<file path="src/rtl/bcd_serial_add_ctrl_pkg.sv">
// Shared types and constants for the digit-serial BCD adder.
package bcd_serial_add_ctrl_pkg;

  localparam int unsigned DIGIT_W = 4;

  typedef enum logic [1:0] {
    ST_IDLE = 2'd0,
    ST_RUN  = 2'd1,
    ST_DONE = 2'd2
  } state_e;

endpackage

</file>
<file path="src/rtl/bcd_serial_add_ctrl_fadd.sv">
// Single-digit BCD full adder; the only arithmetic in the serial datapath.
module bcd_fadd_1digit
  import bcd_serial_add_ctrl_pkg::*;
(
  input  logic [DIGIT_W-1:0] a,
  input  logic [DIGIT_W-1:0] b,
  input  logic               cin,
  output logic [DIGIT_W-1:0] sum_c,
  output logic               cout_c
);

  logic [DIGIT_W:0] raw;

  // Binary add, then +6 correction when the result passes 9.
  always_comb begin
    raw    = (DIGIT_W+1)'(a) + (DIGIT_W+1)'(b) + (DIGIT_W+1)'(cin);
    sum_c  = raw[DIGIT_W-1:0];
    cout_c = 1'b0;
    if (raw > (DIGIT_W+1)'(9)) begin
      sum_c  = DIGIT_W'(raw + (DIGIT_W+1)'(6));
      cout_c = 1'b1;
    end
  end

endmodule

</file>
<file path="src/rtl/bcd_serial_add_ctrl.sv">
// Digit-serial packed-BCD adder: one digit per cycle through a shared adder.
module bcd_serial_add_ctrl
  import bcd_serial_add_ctrl_pkg::*;
#(
  parameter int unsigned NDIGITS = 4
) (
  input  logic                       clk,
  input  logic                       rst_n,
  input  logic                       start,
  input  logic [DIGIT_W*NDIGITS-1:0] a,
  input  logic [DIGIT_W*NDIGITS-1:0] b,
  input  logic                       cin,
  output logic                       busy,
  output logic                       done,
  output logic [DIGIT_W*NDIGITS-1:0] sum,
  output logic                       cout,
  output logic                       bad_digit
);

  localparam int unsigned W     = DIGIT_W * NDIGITS;
  localparam int unsigned IDX_W = (NDIGITS > 1) ? $clog2(NDIGITS) : 1;
  localparam logic [IDX_W-1:0] IDX_LAST = IDX_W'(NDIGITS - 1);

  state_e               state_q, state_d;
  logic [IDX_W-1:0]     idx_q, idx_d;
  logic                 carry_q, carry_d;
  logic [W-1:0]         a_q, a_d, b_q, b_d, sum_q, sum_d;
  logic                 cout_q, cout_d, busy_q, busy_d, done_q, done_d;
  logic                 bad_q, bad_d;

  logic [DIGIT_W-1:0]   a_dig_c, b_dig_c, add_s_c;
  logic                 add_co_c, bad_in_c;

  // Select the current digit pair from the captured operands.
  always_comb begin
    a_dig_c = '0;
    b_dig_c = '0;
    for (int unsigned i = 0; i < NDIGITS; i++) begin
      if (idx_q == IDX_W'(i)) begin
        a_dig_c = a_q[i*DIGIT_W +: DIGIT_W];
        b_dig_c = b_q[i*DIGIT_W +: DIGIT_W];
      end
    end
  end

  // Flag any non-decimal digit on the incoming operands.
  always_comb begin
    bad_in_c = 1'b0;
    for (int unsigned i = 0; i < NDIGITS; i++) begin
      if ((a[i*DIGIT_W +: DIGIT_W] > DIGIT_W'(9)) ||
          (b[i*DIGIT_W +: DIGIT_W] > DIGIT_W'(9))) begin
        bad_in_c = 1'b1;
      end
    end
  end

  bcd_fadd_1digit u_fadd (
    .a      (a_dig_c),
    .b      (b_dig_c),
    .cin    (carry_q),
    .sum_c  (add_s_c),
    .cout_c (add_co_c)
  );

  always_comb begin
    state_d = state_q;
    idx_d   = idx_q;
    carry_d = carry_q;
    a_d     = a_q;
    b_d     = b_q;
    sum_d   = sum_q;
    cout_d  = cout_q;
    bad_d   = bad_q;
    busy_d  = 1'b0;
    done_d  = 1'b0;
    unique case (state_q)
      ST_IDLE: begin
        if (start) begin
          a_d     = a;
          b_d     = b;
          carry_d = cin;
          idx_d   = '0;
          sum_d   = '0;
          cout_d  = 1'b0;
          bad_d   = bad_in_c;
          busy_d  = 1'b1;
          state_d = ST_RUN;
        end
      end
      ST_RUN: begin
        for (int unsigned i = 0; i < NDIGITS; i++) begin
          if (idx_q == IDX_W'(i)) sum_d[i*DIGIT_W +: DIGIT_W] = add_s_c;
        end
        carry_d = add_co_c;
        // idx parks on the last digit rather than wrapping.
        if (idx_q == IDX_LAST) begin
          cout_d  = add_co_c;
          state_d = ST_DONE;
        end else begin
          idx_d  = idx_q + IDX_W'(1);
          busy_d = 1'b1;
        end
      end
      ST_DONE: begin
        done_d  = 1'b1;
        state_d = ST_IDLE;
      end
      default: state_d = ST_IDLE;
    endcase
  end

  always_ff @(posedge clk or negedge rst_n) begin
    if (!rst_n) begin
      state_q <= ST_IDLE;
      idx_q   <= '0;
      carry_q <= 1'b0;
      a_q     <= '0;
      b_q     <= '0;
      sum_q   <= '0;
      cout_q  <= 1'b0;
      bad_q   <= 1'b0;
      busy_q  <= 1'b0;
      done_q  <= 1'b0;
    end else begin
      state_q <= state_d;
      idx_q   <= idx_d;
      carry_q <= carry_d;
      a_q     <= a_d;
      b_q     <= b_d;
      sum_q   <= sum_d;
      cout_q  <= cout_d;
      bad_q   <= bad_d;
      busy_q  <= busy_d;
      done_q  <= done_d;
    end
  end

  assign busy      = busy_q;
  assign done      = done_q;
  assign sum       = sum_q;
  assign cout      = cout_q;
  assign bad_digit = bad_q;

endmodule

</file>
<file path="config.mk">
export PLATFORM = sky130hd
export DESIGN_NAME = bcd_serial_add_ctrl
export DESIGN_NICKNAME = d
export VERILOG_FILES = /design/src/rtl/bcd_serial_add_ctrl_pkg.sv /design/src/rtl/bcd_serial_add_ctrl_fadd.sv /design/src/rtl/bcd_serial_add_ctrl.sv
export SDC_FILE = /design/constraint.sdc
export NUM_CORES = 1
export LEC_CHECK = 0
export CAP_MARGIN = 20
export CORE_MARGIN = 8
export CORE_UTILIZATION = 56
export DETAILED_ROUTE_END_ITERATION = 7
export GPL_TIMING_DRIVEN = 0
export PLACE_DENSITY = 0.95
export SYNTH_ARGS = -nofsm -noshare
export SYNTH_HDL_FRONTEND = slang
export SYNTH_HIERARCHICAL = 1
export SYNTH_SLANG_ARGS = --single-unit
</file>
<file path="constraint.sdc">
create_clock -name clk -period 7.2 [get_ports clk]
set_clock_uncertainty 0.05 [all_clocks]
set_input_delay 1.44 -clock clk [delete_from_list [all_inputs] [get_ports clk]]
set_output_delay 1.44 -clock clk [all_outputs]
set_load 0.005 [all_outputs]
</file>
==> summary.md, run 1 <==
| Metric | Value |
|---|---|
| Cell count after placement | `360` |
| Clock slew at the register clock pins of the worst setup and hold paths | `~60 ps` |
| Post-Syn Instances | `234` |
| Count of standard-cell rows | `26` |
| Worst-skew pair later-pin latency | `around 330 ps` |
| Number of vias in the routed layout | `2235` |
| Layout net count | `around 350` |
| Post-Synth Simple-Gate Area | `~8.3%` |
| Share of flip-flops with an asynchronous set or reset | `100%` |
| Share of the synthesized area in compound gates (AO/OA/AOI/OAI) | `roughly 16%` |
| TritonRoute pass-1 iters | `4` |
| Data required time of the critical path | `around 7400 ps` |
| Slack of the worst reg-to-reg path | `2520 ps` |
| HPWL after DPL | `around 5.4 mm` |
| Final setup TNS | `0 ps` |
| Syn Std Cell Area | `2940 um^2` |
| Endpoints failing hold | `0` |
| GRT Total Usage | `between 20% and 30%` |
| Tcrit/Tclk final | `about two thirds` |
| Post-Synth Adder-Cell Area | `under 10%` |
| Sequential element share of the synthesized area | `roughly 48%` |
| Most instantiated library cell after synthesis | `sky130_fd_sc_hd__dfrtp_1` |
| Number of cells on the worst reg-to-reg path | `15` |
| Critical hold path startpoint | `a_q[12]$_DFFE_PN0N_` |
| Clock buffer count from CTS | `9` |
| Worst reg2reg path endpoint | `sum[10]$_DFFE_PN0P_` |
| Fmax achieved | `214 MHz` |
| Via count of the first global-routing pass | `roughly 2.5k` |
| Worst R2R Start | `idx_q[0]$_DFFE_PN0P_` |
| Count of fill cells added during filler insertion | `331` |
| Routability cong. | `roughly 0.83` |
| Initial core utilization | `between 50% and 60%` |
| Top cell type's share of synthesized area | `about 48%` |
| Final period demand of the worst path | `approximately 4700 ps` |
| Largest fanout on the critical path | `7` |
| Library cell occupying the most area in the post-synthesis netlist | `sky130_fd_sc_hd__dfrtp_1` |
| Die area | `7830 um^2` |
| Average wire per cell in the routed design | `19.9 um` |
| Data arrival at the endpoint of the critical path | `slightly below 5000 ps` |
| Dominant combinational cell family by area after synthesis | `multiplexers` |
| Wire length of the first global-routing pass | `12.3 mm` |
| Post-route non-filler standard cell count | `approximately 370` |
| Post-synthesis cell type count | `41` |
| Worst max-slew margin expressed relative to the limit | `between 40% and 50%` |
| Prevailing post-synth register cell | `sky130_fd_sc_hd__dfrtp_1` |
| First-iteration detailed-routing DRC count | `roughly 110` |
| Startpoint kind of the worst setup timing path | `register` |
| Proportion of layout cells with a drive suffix above 1 | `a little under a quarter` |
| Post-detailed-route DRC marker count | `0` |
| Number of instances resized during post-cts repair | `0` |
| Number of buffer cells added on primary ports | `55` |
| Number of buffers inserted by post-CTS setup repair | `0` |
| CTS HTree Levels | `3` |
| Maximum number of pins on one net before global-route repair | `35` |
| Multiplexer fraction of the synthesized cell area | `a little under a fifth` |
| Floorplan die height | `approximately 88 um` |
| Startpoint-to-endpoint class of the critical path | `register to register` |
| Synthesis-stage register bit count | `57` |
| Type of element capturing the critical path | `register` |
| Run status | `finished, final reports clean` |
| Final setup viols | `0` |
| Area added between synthesis and finish | `28.0%` |
| Final slew viol count | `0` |
| Core footprint | `between 5000 and 6000 um^2` |
| Clock Tree Buf Depth | `2` |
| Die width | `between 80 and 90 um` |
| Final hold slack | `446 ps` |
| Sink count of the clock tree | `57` |
| Hold crit path type | `register to register` |
| XOR/XNOR Fraction of Synth Area | `less than 1%` |
| Antenna violations before repair | `0` |
| Io pins | `56` |
| RSZ-0062 raised after global routing | `false` |
| Actual transition at the worst max-transition pin | `about 820 ps` |
| Post-detailed-route via-to-cell ratio | `about 6` |
| Syn Nets | `280` |
| Sum of routed wire length over all layers | `7.46 mm` |
| N_diodes | `0` |
| Number of flops mapped to enable cells by yosys | `0` |
| Syn_area_per_cell | `roughly 13 um^2` |
| Clock tree from TritonCTS | `built` |
| Yosys warnings | `6` |
| Biggest area contributors in the synthesized netlist | `sky130_fd_sc_hd__dfrtp_1 (48%), sky130_fd_sc_hd__mux2_2 (18%), sky130_fd_sc_hd__a22o_1 (5.4%)` |
| Hold endpoint | `a_q[12]$_DFFE_PN0N_` |
| List of most frequent post-synthesis cells | `sky130_fd_sc_hd__dfrtp_1 (57), sky130_fd_sc_hd__mux2_2 (46), sky130_fd_sc_hd__a22o_1 (18), sky130_fd_sc_hd__nor2b_1 (14), sky130_fd_sc_hd__o21ai_0 (11)` |
| Root cell of the clock tree | `sky130_fd_sc_hd__clkbuf_8` |
| Number of routed nets with antenna violations | `0` |
| Remaining global-route overflow | `0` |
| Hold buffers post-CTS | `0` |
| Number of stages on the worst hold path | `1` |
| Max-cap violations | `0` |
## critical path, cell delays in order, from the launching register on
cell,delay (ps)
sky130_fd_sc_hd__dfrtp_1,440
sky130_fd_sc_hd__inv_1,110
sky130_fd_sc_hd__ha_1,320
sky130_fd_sc_hd__and2b_1,320
sky130_fd_sc_hd__a221oi_1,310
sky130_fd_sc_hd__o31ai_1,150
sky130_fd_sc_hd__fa_1,500
sky130_fd_sc_hd__fa_1,420
sky130_fd_sc_hd__xnor2_1,180
sky130_fd_sc_hd__ha_1,250
sky130_fd_sc_hd__a31o_1,240
sky130_fd_sc_hd__o31ai_4,370
sky130_fd_sc_hd__mux2i_1,260
sky130_fd_sc_hd__nor2b_1,340
sky130_fd_sc_hd__mux2_2,230
sky130_fd_sc_hd__a22o_1,120
## state kept, by name, indices dropped and copies added, names as in the netlist
register / count
a_q: 16
b_q: 16
bad_digit: 1
busy: 1
carry_q: 1
cout: 1
done: 1
idx_q: 2
state_q: 2
sum: 16
## cell families after synthesis
| family | after synthesis |
|---|---|
| AO/OA/AOI/OAI | 59 |
| flip-flops | 57 |
| multiplexers | 49 |
| AND/OR/NAND/NOR | 38 |
| buffers and inverters | 19 |
| adder cells (fa/ha/maj) | 10 |
| XOR/XNOR | 2 |
## layout make-up
class / count / area, um^2 / share of cell area, %
Sequential cell: 57 / 1430 / 37.9
Multi-Input combinational cell: 158 / 1410 / 37.5
Timing Repair Buffer: 56 / 573 / 15.2
Clock buffer: 14 / 163 / 4.32
Tap cell: 70 / 87.6 / 2.33
Buffer: 14 / 86.3 / 2.29
Inverter: 5 / 18.8 / 0.499
## worst max path at each step
stage	start	end	slack [ps]	cells after the start
after detailed placement	idx_q[0]$_DFFE_PN0P_	sum[10]$_DFFE_PN0P_	2650	15
after floorplan	idx_q[0]$_DFFE_PN0P_	sum[7]$_DFFE_PN0P_	3190	15
after global routing	idx_q[0]$_DFFE_PN0P_	sum[10]$_DFFE_PN0P_	2260	15
after CTS	idx_q[0]$_DFFE_PN0P_	sum[10]$_DFFE_PN0P_	2560	15
final	idx_q[0]$_DFFE_PN0P_	sum[10]$_DFFE_PN0P_	2520	15
after global placement	idx_q[0]$_DFFE_PN0P_	sum[6]$_DFFE_PN0P_	2800	15
## metal layers
metal / wire length [um] / vias to the layer above / part of all wire [%] / GRT usage [%]
li1: - / 1009 / - / -
met1: 3010 / 1131 / 40 / 24.4
met2: 3730 / 71 / 50 / 33.8
met3: 489 / 24 / 6.6 / 5.39
met4: 231 / 0 / 3.1 / 12.9
met5: 0 / - / 0 / 0
## layout by cell type, fill, tap and decap left out, drive strengths merged, types with 9 or more instances in the layout
master and count:
a22o 18, buf 9, clkbuf 21, clkdlybuf4s50 54, dfrtp 57, mux2 48
nand2 9, nor2b 14, o21ai 11, o31ai 9
## metrics by stage
| stage | util [%] | setup WS [ps] | instance area [um^2] |
|---|---|---|---|
| 3_5_place_dp | 71.0 | 2650 | 3600 |
| 6_report | 74.2 | 2520 | 3760 |
| 2_1_floorplan | - | 3190 | 2940 |
| 5_1_grt | 74.2 | 2260 | 3760 |
| 3_3_place_gp | 70.5 | 2800 | 3580 |
| 4_1_cts | 74.2 | 2560 | 3760 |
Power of run 1 is not shown: default switching activity piles up to over one toggle a cycle in this logic, so the estimate is an artifact.
==> run 2, diff against run 1 <==
--- a/config.mk
+++ b/config.mk
@@ -7,10 +7,10 @@
 export LEC_CHECK = 0
 export CAP_MARGIN = 20
 export CORE_MARGIN = 8
-export CORE_UTILIZATION = 56
+export CORE_UTILIZATION = 52
 export DETAILED_ROUTE_END_ITERATION = 7
 export GPL_TIMING_DRIVEN = 0
-export PLACE_DENSITY = 0.95
+export PLACE_DENSITY = 0.9
 export SYNTH_ARGS = -nofsm -noshare
 export SYNTH_HDL_FRONTEND = slang
 export SYNTH_HIERARCHICAL = 1
==> constraint.sdc (replaced) <==
create_clock -name clk -period 4.9 [get_ports clk]
set_clock_uncertainty 0.05 [all_clocks]
set_input_delay 0.98 -clock clk [delete_from_list [all_inputs] [get_ports clk]]
set_output_delay 0.98 -clock clk [all_outputs]
set_load 0.005 [all_outputs]
==> summary.md, run 2 (same netlist as run 1, synthesis figures left out) <==
| Metric | Value |
|---|---|
| Run status | `finished, final reports clean` |
| Post-route non-filler standard cell count | `378` |
| Floorplan die height | `91.2 um` |
| Cells traversed along the worst timing path | `inv_1 > ha_1 > and2b_1 > a221oi_1 > o31ai_1 > fa_1 > fa_1 > xnor2_1 > ha_1 > a31o_1 > o31ai_4 > mux2i_1 > nor2b_1 > mux2_2 > a22o_1` |
| Actual transition at the worst max-transition pin | `slightly below 700 ps` |
| Hold crit path type | `register to register` |
| Die width | `around 90 um` |
| Data arrival at the endpoint of the critical path | `around 4800 ps` |
| Clock slew at the register clock pins of the worst setup and hold paths | `around 60 ps` |
| Clock tree from TritonCTS | `built` |
| Final period demand of the worst path | `between 4000 and 5000 ps` |
| GRT Total Usage | `17.8%` |
| Final setup TNS | `0 ps` |
| Largest fanout on the critical path | `7` |
| Sum of routed wire length over all layers | `between 7 and 8 mm` |
| Worst R2R Start | `idx_q[0]$_DFFE_PN0P_` |
| Endpoints failing hold | `0` |
| Core footprint | `between 5000 and 6000 um^2` |
| First-iteration detailed-routing DRC count | `between 100 and 150` |
| Worst max-slew margin expressed relative to the limit | `between 50% and 60%` |
| Routability cong. | `roughly 0.9` |
| N_diodes | `0` |
| Number of vias in the routed layout | `roughly 2.2k` |
| Library cell contributing the largest single delay on the critical path | `sky130_fd_sc_hd__fa_1` |
| Final slew viol count | `0` |
| Count of standard-cell rows | `27` |
| Number of stages on the worst hold path | `1` |
| Most common library cell in the layout ignoring fill and taps | `sky130_fd_sc_hd__dfrtp_1` |
| Clock buffer count from CTS | `9` |
| Number of routed nets with antenna violations | `0` |
| Wire length of the first global-routing pass | `around 12 mm` |
| Post-route setup slack | `about 300 ps` |
| Proportion of layout cells with a drive suffix above 1 | `25.2%` |
| Antenna violations before repair | `0` |
| Average wire per cell in the routed design | `~19 um` |
| Via count of the first global-routing pass | `approximately 2.3k` |
| Critical hold path startpoint | `b_q[1]$_DFFE_PN0N_` |
| TritonRoute pass-1 iters | `4` |
| Core Util, Final | `70.0%` |
| Startpoint kind of the worst setup timing path | `register` |
| Final setup viols | `0` |
| Clock Tree Buf Depth | `2` |
| CTS HTree Levels | `3` |
| Post-detailed-route via-to-cell ratio | `5.78` |
| Startpoint-to-endpoint class of the critical path | `register to register` |
| Number of cells on the worst reg-to-reg path | `15` |
| Hold buffers post-CTS | `0` |
| Commonest non-fill, non-tap cells in the layout | `sky130_fd_sc_hd__dfrtp_1 (57), sky130_fd_sc_hd__clkdlybuf4s50_1 (54), sky130_fd_sc_hd__mux2_2 (46), sky130_fd_sc_hd__a22o_1 (18), sky130_fd_sc_hd__nor2b_1 (14)` |
| Sink count of the clock tree | `57` |
| Tcrit/Tclk final | `roughly 94%` |
| Slowest cell delay on critical path | `490 ps` |
| Cell count after placement | `~360` |
| Hold endpoint | `b_q[1]$_DFFE_PN0N_` |
| Count of fill cells added during filler insertion | `392` |
| Type of element capturing the critical path | `register` |
| RSZ-0062 raised after global routing | `false` |
| HPWL after DPL | `5.23 mm` |
| Setup WS pre-CTS | `approximately 370 ps` |
| Maximum number of pins on one net before global-route repair | `30` |
| Slack of the worst reg-to-reg path | `about 300 ps` |
| Root cell of the clock tree | `sky130_fd_sc_hd__clkbuf_8` |
| Data required time of the critical path | `5120 ps` |
| Layout net count | `~350` |
| Remaining global-route overflow | `0` |
| Max-cap violations | `0` |
| Worst-skew pair later-pin latency | `between 300 and 400 ps` |
| Initial core utilization | `a little over half` |
| Number of buffer cells added on primary ports | `55` |
| Worst reg2reg path endpoint | `sum[14]$_DFFE_PN0P_` |
| Area added between synthesis and finish | `30.3%` |
| Io pins | `56` |
| Post-detailed-route DRC marker count | `0` |
| Fmax achieved | `between 200 and 250 MHz` |
| Die area | `around 8300 um^2` |
==> run 2: layer usage <==
layer / vias up / GRT usage, % / share of wire [%] / routed length, um
li1: 1004 / - / - / -
met1: 1112 / 21.6 / 43 / 3030
met2: 58 / 29.1 / 50 / 3530
met3: 9 / 5.10 / 6.2 / 439
met4: 0 / 7.37 / 1.4 / 100
met5: - / 0 / 0 / 0
==> run 2: area by class of cell <==
cell class	instances	area, um^2	area share [%]
well taps	72	90.1	2.35
flip-flops and latches	57	1430	37.2
clock buffers	11	151	3.95
inverters	5	18.8	0.490
clock inverters	5	77.6	2.02
multi-input cells	158	1420	37.0
plain buffers	14	86.3	2.25
repair buffers	56	566	14.8
==> run 2: repair_timing <==
item                                    CTS  global route
gates resized for setup                   0             2
endpoints found under the setup margin    0             1
buffers inserted                          0             0
==> run 2: worst max-delay path by stage <==
stage                              start                  end  slack [ps]
floorplan           idx_q[0]$_DFFE_PN0P_   sum[7]$_DFFE_PN0P_         890
global placement    idx_q[0]$_DFFE_PN0P_   sum[7]$_DFFE_PN0P_         510
detailed placement  idx_q[0]$_DFFE_PN0P_   sum[6]$_DFFE_PN0P_         370
CTS                 idx_q[0]$_DFFE_PN0P_   sum[7]$_DFFE_PN0P_         310
global route        idx_q[0]$_DFFE_PN0P_  sum[14]$_DFFE_PN0P_          40
finish              idx_q[0]$_DFFE_PN0P_  sum[14]$_DFFE_PN0P_         300
==> run 2: metrics by stage <==
stage	cell area, um^2	hold WS [ps]
after floorplan	2940	400
after global placement	3580	416
after detailed placement	3600	429
after CTS	3830	443
after global routing	3830	456
final	3830	441
==> run 2: worst max-delay path, delay by kind of cell (launching register included) <==
family	cells	cell delay, ps
compound gates	5	1170
xor+xnor	1	180
fa+ha+maj	4	1480
buf+inv	1	100
flops	1	460
mux	2	440
simple gates	2	640
Power of run 2 is left out for the same reason.
